`config.mk`:
```
export PLATFORM = sky130hd
export DESIGN_NAME = conv_psum_accumulator
export DESIGN_NICKNAME = d
export VERILOG_FILES = /design/src/rtl/conv_psum_accumulator.sv
export SDC_FILE = /design/constraint.sdc
export NUM_CORES = 1
export LEC_CHECK = 0
export ABC_AREA = 1
export BUFFER_PORTS_ARGS = -buffer_cell sky130_fd_sc_hd__buf_2
export CORE_UTILIZATION = 54
export DETAILED_ROUTE_END_ITERATION = 10
export HOLD_SLACK_MARGIN = 0.15
export PLACE_DENSITY = 0.77
export SLEW_MARGIN = 20
export SYNTH_ARGS = -nofsm -noshare
export SYNTH_HDL_FRONTEND = slang
export SYNTH_SLANG_ARGS = --single-unit
```
`constraint.sdc`:
```
create_clock -name clk -period 2.5 [get_ports clk]
set_clock_uncertainty 0.2 [all_clocks]
set_input_delay 0.5 -clock clk [delete_from_list [all_inputs] [get_ports clk]]
set_output_delay 0.5 -clock clk [all_outputs]
set_load 0.01 [all_outputs]
```
`src/rtl/conv_psum_accumulator.sv`:
```
// Sweeps the PIM crossbar rows for one output pixel and accumulates the returned
// partial sums. The shifted, saturated activation is then offered over valid/ready.
module conv_psum_accumulator #(
    parameter int DATA_W   = 16,
    parameter int ACC_W    = 24,
    parameter int NUM_ADDR = 16,
    parameter int PIM_LAT  = 2,
    parameter int SHIFT    = 4,
    parameter int OUT_W    = 8
) (
    input  logic              clk,
    input  logic              rst,
    input  logic              start_valid,
    output logic              start_ready,
    output logic [4:0]        pim_addr,
    output logic              pim_en,
    input  logic [DATA_W-1:0] pim_data,
    output logic              out_valid,
    input  logic              out_ready,
    output logic [OUT_W-1:0]  out_data,
    output logic              acc_ovf
);

    typedef enum logic [1:0] {
        IDLE  = 2'd0,
        ISSUE = 2'd1,
        DRAIN = 2'd2,
        OUT   = 2'd3
    } state_e;

    localparam logic [4:0]       LAST_ADDR   = 5'(NUM_ADDR - 1);
    localparam logic [ACC_W-1:0] ACC_MAX     = {ACC_W{1'b1}};
    localparam logic [ACC_W-1:0] OUT_MAX_EXT = ACC_W'({OUT_W{1'b1}});

    // Returns {overflow, clamped sum}; the extra top bit of the sum is the carry.
    function automatic logic [ACC_W:0] sat_accumulate(
        input logic [ACC_W-1:0]  acc,
        input logic [DATA_W-1:0] data
    );
        logic [ACC_W:0] sum;
        sum = {1'b0, acc} + (ACC_W + 1)'(data);
        if (sum[ACC_W]) begin
            return {1'b1, ACC_MAX};
        end else begin
            return {1'b0, sum[ACC_W-1:0]};
        end
    endfunction

    function automatic logic [OUT_W-1:0] activation(input logic [ACC_W-1:0] acc);
        logic [ACC_W-1:0] shifted;
        shifted = acc >> SHIFT;
        if (shifted > OUT_MAX_EXT) begin
            return {OUT_W{1'b1}};
        end else begin
            return shifted[OUT_W-1:0];
        end
    endfunction

    state_e             state_q, state_d;
    logic [4:0]         addr_q, addr_d;
    logic               pim_en_q, pim_en_d;
    logic [PIM_LAT-1:0] vld_q, vld_d;
    logic [4:0]         resp_cnt_q, resp_cnt_d;
    logic [ACC_W-1:0]   acc_q, acc_d;
    logic               acc_ovf_q, acc_ovf_d;
    logic               out_valid_q, out_valid_d;
    logic [OUT_W-1:0]   out_data_q, out_data_d;
    logic               start_ready_q, start_ready_d;

    logic [PIM_LAT-1:0] vld_shift_s;
    logic               resp_hit_s;
    logic [ACC_W:0]     sat_s;

    // The tap of the tracking register is the pim_en seen by the PIM unit PIM_LAT cycles ago.
    if (PIM_LAT == 1) begin : g_lat_one
        assign vld_shift_s = pim_en_q;
    end else begin : g_lat_multi
        assign vld_shift_s = {vld_q[PIM_LAT-2:0], pim_en_q};
    end

    assign resp_hit_s = vld_q[PIM_LAT-1];
    assign sat_s      = sat_accumulate(acc_q, pim_data);

    // Next-state, sweep sequencing, response capture and output staging.
    always_comb begin
        state_d       = state_q;
        addr_d        = addr_q;
        pim_en_d      = pim_en_q;
        vld_d         = vld_shift_s;
        resp_cnt_d    = resp_cnt_q;
        acc_d         = acc_q;
        acc_ovf_d     = acc_ovf_q;
        out_valid_d   = out_valid_q;
        out_data_d    = out_data_q;

        if (resp_hit_s) begin
            acc_d      = sat_s[ACC_W-1:0];
            acc_ovf_d  = acc_ovf_q | sat_s[ACC_W];
            resp_cnt_d = resp_cnt_q + 5'd1;
        end else begin
            acc_d      = acc_q;
            acc_ovf_d  = acc_ovf_q;
            resp_cnt_d = resp_cnt_q;
        end

        case (state_q)
            IDLE: begin
                if (start_valid) begin
                    state_d    = ISSUE;
                    pim_en_d   = 1'b1;
                    addr_d     = 5'd0;
                    acc_d      = {ACC_W{1'b0}};
                    acc_ovf_d  = 1'b0;
                    resp_cnt_d = 5'd0;
                end else begin
                    state_d  = IDLE;
                    pim_en_d = 1'b0;
                end
            end
            ISSUE: begin
                if (addr_q == LAST_ADDR) begin
                    state_d  = DRAIN;
                    pim_en_d = 1'b0;
                    addr_d   = 5'd0;
                end else begin
                    pim_en_d = 1'b1;
                    addr_d   = addr_q + 5'd1;
                end
            end
            DRAIN: begin
                // The last response can only land here, so the output is built from acc_d.
                if (resp_hit_s && (resp_cnt_q == LAST_ADDR)) begin
                    state_d     = OUT;
                    out_valid_d = 1'b1;
                    out_data_d  = activation(acc_d);
                end else begin
                    state_d = DRAIN;
                end
            end
            OUT: begin
                if (out_ready) begin
                    state_d     = IDLE;
                    out_valid_d = 1'b0;
                end else begin
                    state_d     = OUT;
                    out_valid_d = 1'b1;
                end
            end
            default: begin
                state_d     = IDLE;
                pim_en_d    = 1'b0;
                addr_d      = 5'd0;
                out_valid_d = 1'b0;
            end
        endcase

        start_ready_d = (state_d == IDLE);
    end

    // State register; reset also drops any in-flight responses from the tracker.
    always_ff @(posedge clk) begin
        if (rst) begin
            state_q       <= IDLE;
            addr_q        <= 5'd0;
            pim_en_q      <= 1'b0;
            vld_q         <= {PIM_LAT{1'b0}};
            resp_cnt_q    <= 5'd0;
            acc_q         <= {ACC_W{1'b0}};
            acc_ovf_q     <= 1'b0;
            out_valid_q   <= 1'b0;
            out_data_q    <= {OUT_W{1'b0}};
            start_ready_q <= 1'b1;
        end else begin
            state_q       <= state_d;
            addr_q        <= addr_d;
            pim_en_q      <= pim_en_d;
            vld_q         <= vld_d;
            resp_cnt_q    <= resp_cnt_d;
            acc_q         <= acc_d;
            acc_ovf_q     <= acc_ovf_d;
            out_valid_q   <= out_valid_d;
            out_data_q    <= out_data_d;
            start_ready_q <= start_ready_d;
        end
    end

    assign start_ready = start_ready_q;
    assign pim_addr    = pim_addr_w();
    assign pim_en      = pim_en_q;
    assign out_valid   = out_valid_q;
    assign out_data    = out_data_q;
    assign acc_ovf     = acc_ovf_q;

    function automatic logic [4:0] pim_addr_w();
        return addr_q;
    endfunction

endmodule
```
==> summary.txt <==
status - complete, but fails checks
failing checks - setup timing
fin crit share - 105%
clk buf depth - 2
n_diodes - 0
Detail Placement HPWL - 6740 microns
worst r2r src - acc_q[9]
Worst Path Max Fanout - 8
number of port buffers - 36
Placed Cells - 702
setup violators final - 9
first-pass GRT wire length - 15000 microns
WHS Path Cells - 2
# H-tree levels - 2
fill cell count - 422
via-per-instance ratio - 5.11
Setup TNS Final - -884 ps
TritonCTS Sinks - 50
initial antenna violation count - 0
hold_ws - 210 ps
critical path's top delay family - simple AND/OR/NAND/NOR gates
hold_buf cts - 0
Yosys reg bits - 50
Die X - 82.0 microns
nets - 691
R2R Setup Slk - -130 ps
unrepaired setup endpoints after global routing - yes
routed wire length per instance - 13.4 microns
final setup margin - -126 ps
CTS tree - yes
Slew @ Worst Pin - 593 ps
Std-Cell Core Area - 0.00606 sq mm
gate count of the mapped netlist - 547
Final Hold Vio Count - 0
Hold EP - vld_q[1]
Hold Crit Class - reg2reg
largest stage delay on the critical path - 350 ps
CP bufs+invs - 4
latest clock arrival within the worst-skew pair - 300 ps
YS warnings - 0
proportion of layout cells with a drive suffix above 1 - 33.9%
power per cell area - 369 mW/mm^2
Initial Util - 57.0%
Peak VDD IR - 345 uV
Startpoint Class - flip-flop
syn_nets - 587
Slowest-stage cell, CP - dfxtp_2
Mean Syn Cell Area - 6.32 sq um
max_slew headroom - 60.1%
initial DRC count - 135
Pleak - 2.44 nW
Multi-input gate area - 0.00243 sq mm
Synth area leaders - dfxtp_1, nand2_1, inv_1, nor2_1, ha_1
die height - 82.0 microns
fmax - 381 MHz
post-synth design cell area - 0.00346 sq mm
critical path arrival - 2640 ps
area delta synth->final - 37.8%
Setup Crit Path Kind - reg2reg
RePlAce Congestion - 0.876
DR pass1 iterations - 4
gr ovfl total - 0
antenna viol nets, final - 0
die area - 0.00672 sq mm
Total GRT Usage - 29.1%
register area share after synthesis - 29.0%
vias in the first global route - 3468
Post-synth EDFFs - 0
DRC Markers - 0
Slew Viols, Final - 0
post-synthesis cell type count - 37
row count - 28
Ports - 37
largest area contributor in the synthesized netlist - dfxtp_1
R2R depth - 17
Final min period - 2630 ps
share of the synthesized area in the top cell type - 29.0%
Root Buffer - clkbuf_8
DR vias - 3714
Critical Path RT - 2510 ps
crit-path cells - ha_4 > nand2_2 > nor2_4 > nand2_1 > clkinv_1 > nand2_4 > nand2_4 > buf_4 > nand4_1 > nand2_2 > inv_2 > nor2_4 > nand2_4 > nor2_4 > nand3_2 > nand2_2 > inv_2
WL final - 9760 microns
Layout Utilization - 78.6%
cts bufs inserted - 5
Worst-path clk slew - 90 ps
reg-to-reg endpoint - out_data[3]
overall power - 0.00175 W
Hold Startpoint - vld_q[0]
ys flop type - dfxtp_1
endpoint type of the worst setup path - flip-flop
pin count of the biggest net entering global routing - 29
max cap viols - 0
Sequential cell area - 0.00102 sq mm
final std cells w/o fill - 727
fraction of registers with async set/reset - 0%
==> area by class of cell <==
type / count / share of cell area, %
clock buffers: 6 / 1.52
clock inverters: 2 / 0.788
inverters: 109 / 8.64
multi-input cells: 380 / 51.1
flip-flops and latches: 50 / 21.3
well taps: 75 / 1.97
repair buffers: 105 / 14.7
==> placed cells by master, fill, tap and decap left out, types with 2 or more instances in the layout <==
| master | instances |
|---|---|
| nor2_4 | 10 |
| nand2_2 | 26 |
| xor2_1 | 7 |
| o21a_1 | 6 |
| nand3_4 | 5 |
| nand4_1 | 6 |
| buf_4 | 69 |
| xnor2_1 | 7 |
| nand3_2 | 17 |
| nand2_4 | 8 |
| o221ai_1 | 4 |
| or2_2 | 2 |
| clkinv_1 | 2 |
| a211oi_1 | 3 |
| nor2_1 | 59 |
| nor3_1 | 9 |
| nor2_2 | 4 |
| ha_1 | 4 |
| inv_1 | 98 |
| o21ai_0 | 7 |
| a31oi_1 | 3 |
| inv_2 | 8 |
| dfxtp_1 | 40 |
| dfxtp_2 | 9 |
| buf_2 | 36 |
| clkbuf_8 | 5 |
| ha_4 | 15 |
| a21oi_1 | 20 |
| nand3_1 | 20 |
| nand2_1 | 131 |
==> through the flow <==
step / worst slack [ps] / area, sq um
final: -126 / 4760
after global routing: -244 / 4760
after CTS: -6.89 / 4630
after detailed placement: -344 / 4110
after global placement: -288 / 4110
after floorplan: -62.4 / 3490
==> cell families after synthesis <==
group,synth area share (%)
AOI/OAI and AO/OA,8.51
xor gates and xnor gates,3.55
adders and majority gates,7.46
buffers and inverters,13.3
DFF,29.0
and+or+nand+nor,38.2
==> registers in the layout (all words and copies together), names as in the netlist <==
| signal | cells |
|---|---|
| out_valid | 1 |
| pim_addr | 5 |
| start_ready | 1 |
| vld_q | 2 |
| pim_en | 1 |
| state_q | 2 |
| acc_q | 24 |
| acc_ovf | 1 |
| out_data | 8 |
| resp_cnt_q | 5 |
==> routing by layer <==
| metal | vias to the layer above | wire length [microns] | track usage (%) | share of wire, % |
|---|---|---|---|---|
| li1 | 1902 | - | - | - |
| met1 | 1724 | 4250 | 34.1 | 44 |
| met2 | 74 | 4980 | 54.5 | 51 |
| met3 | 14 | 350 | 2.89 | 3.6 |
| met4 | 0 | 177 | 9.30 | 1.8 |
| met5 | - | 0 | 0 | 0 |
==> worst max path at each step <==
stage	slack, ps	start	to	depth (start not counted)
2_1_floorplan	-60	pim_data[0]	out_data[3]	18
3_3_place_gp	-290	pim_data[0]	out_data[1]	19
3_5_place_dp	-340	pim_data[0]	out_data[3]	19
4_1_cts	-7	acc_q[0]	out_data[4]	16
5_1_grt	-240	acc_q[0]	out_data[0]	16
6_report	-130	acc_q[9]	out_data[3]	17
==> repair_timing <==
| action | CTS | global route |
|---|---|---|
| pin swaps | 20 | 18 |
| resized for setup | 56 | 32 |
| endpoints found under the hold margin | 0 | 0 |
| setup endpoints to repair | 8 | 9 |
| setup buffers | 12 | 5 |
==> cell usage after synthesis (3+ instances only) <==
cell and instances:
nor2_1 68, o221ai_1 4, inv_2 4, a31oi_1 3, xnor2_1 7, o21a_1 6
ha_1 19, nor3_1 9, a21oi_1 21, nand2_1 151, nand3_1 34, clkbuf_1 4
a211oi_1 3, o21ai_0 7, xor2_1 7, nand4_1 6, nand3_2 7, dfxtp_1 50
inv_1 102, nand2_2 12, nor2_2 3
==> report_power, final <==
| group | total [W] | switching (W) | internal (W) |
|---|---|---|---|
| sequential | 0.000827 | 0.0000150 | 0.000812 |
| combinational | 0.000361 | 0.000201 | 0.000160 |
| clock | 0.000567 | 0.000268 | 0.000299 |
==> tightest hold or removal path, cell delays in order, from the launching register on <==
cell and delay, ps:
dfxtp_1 310, inv_1 40, nor2_1 30
Note: power is estimated with default switching activity, not from simulation.
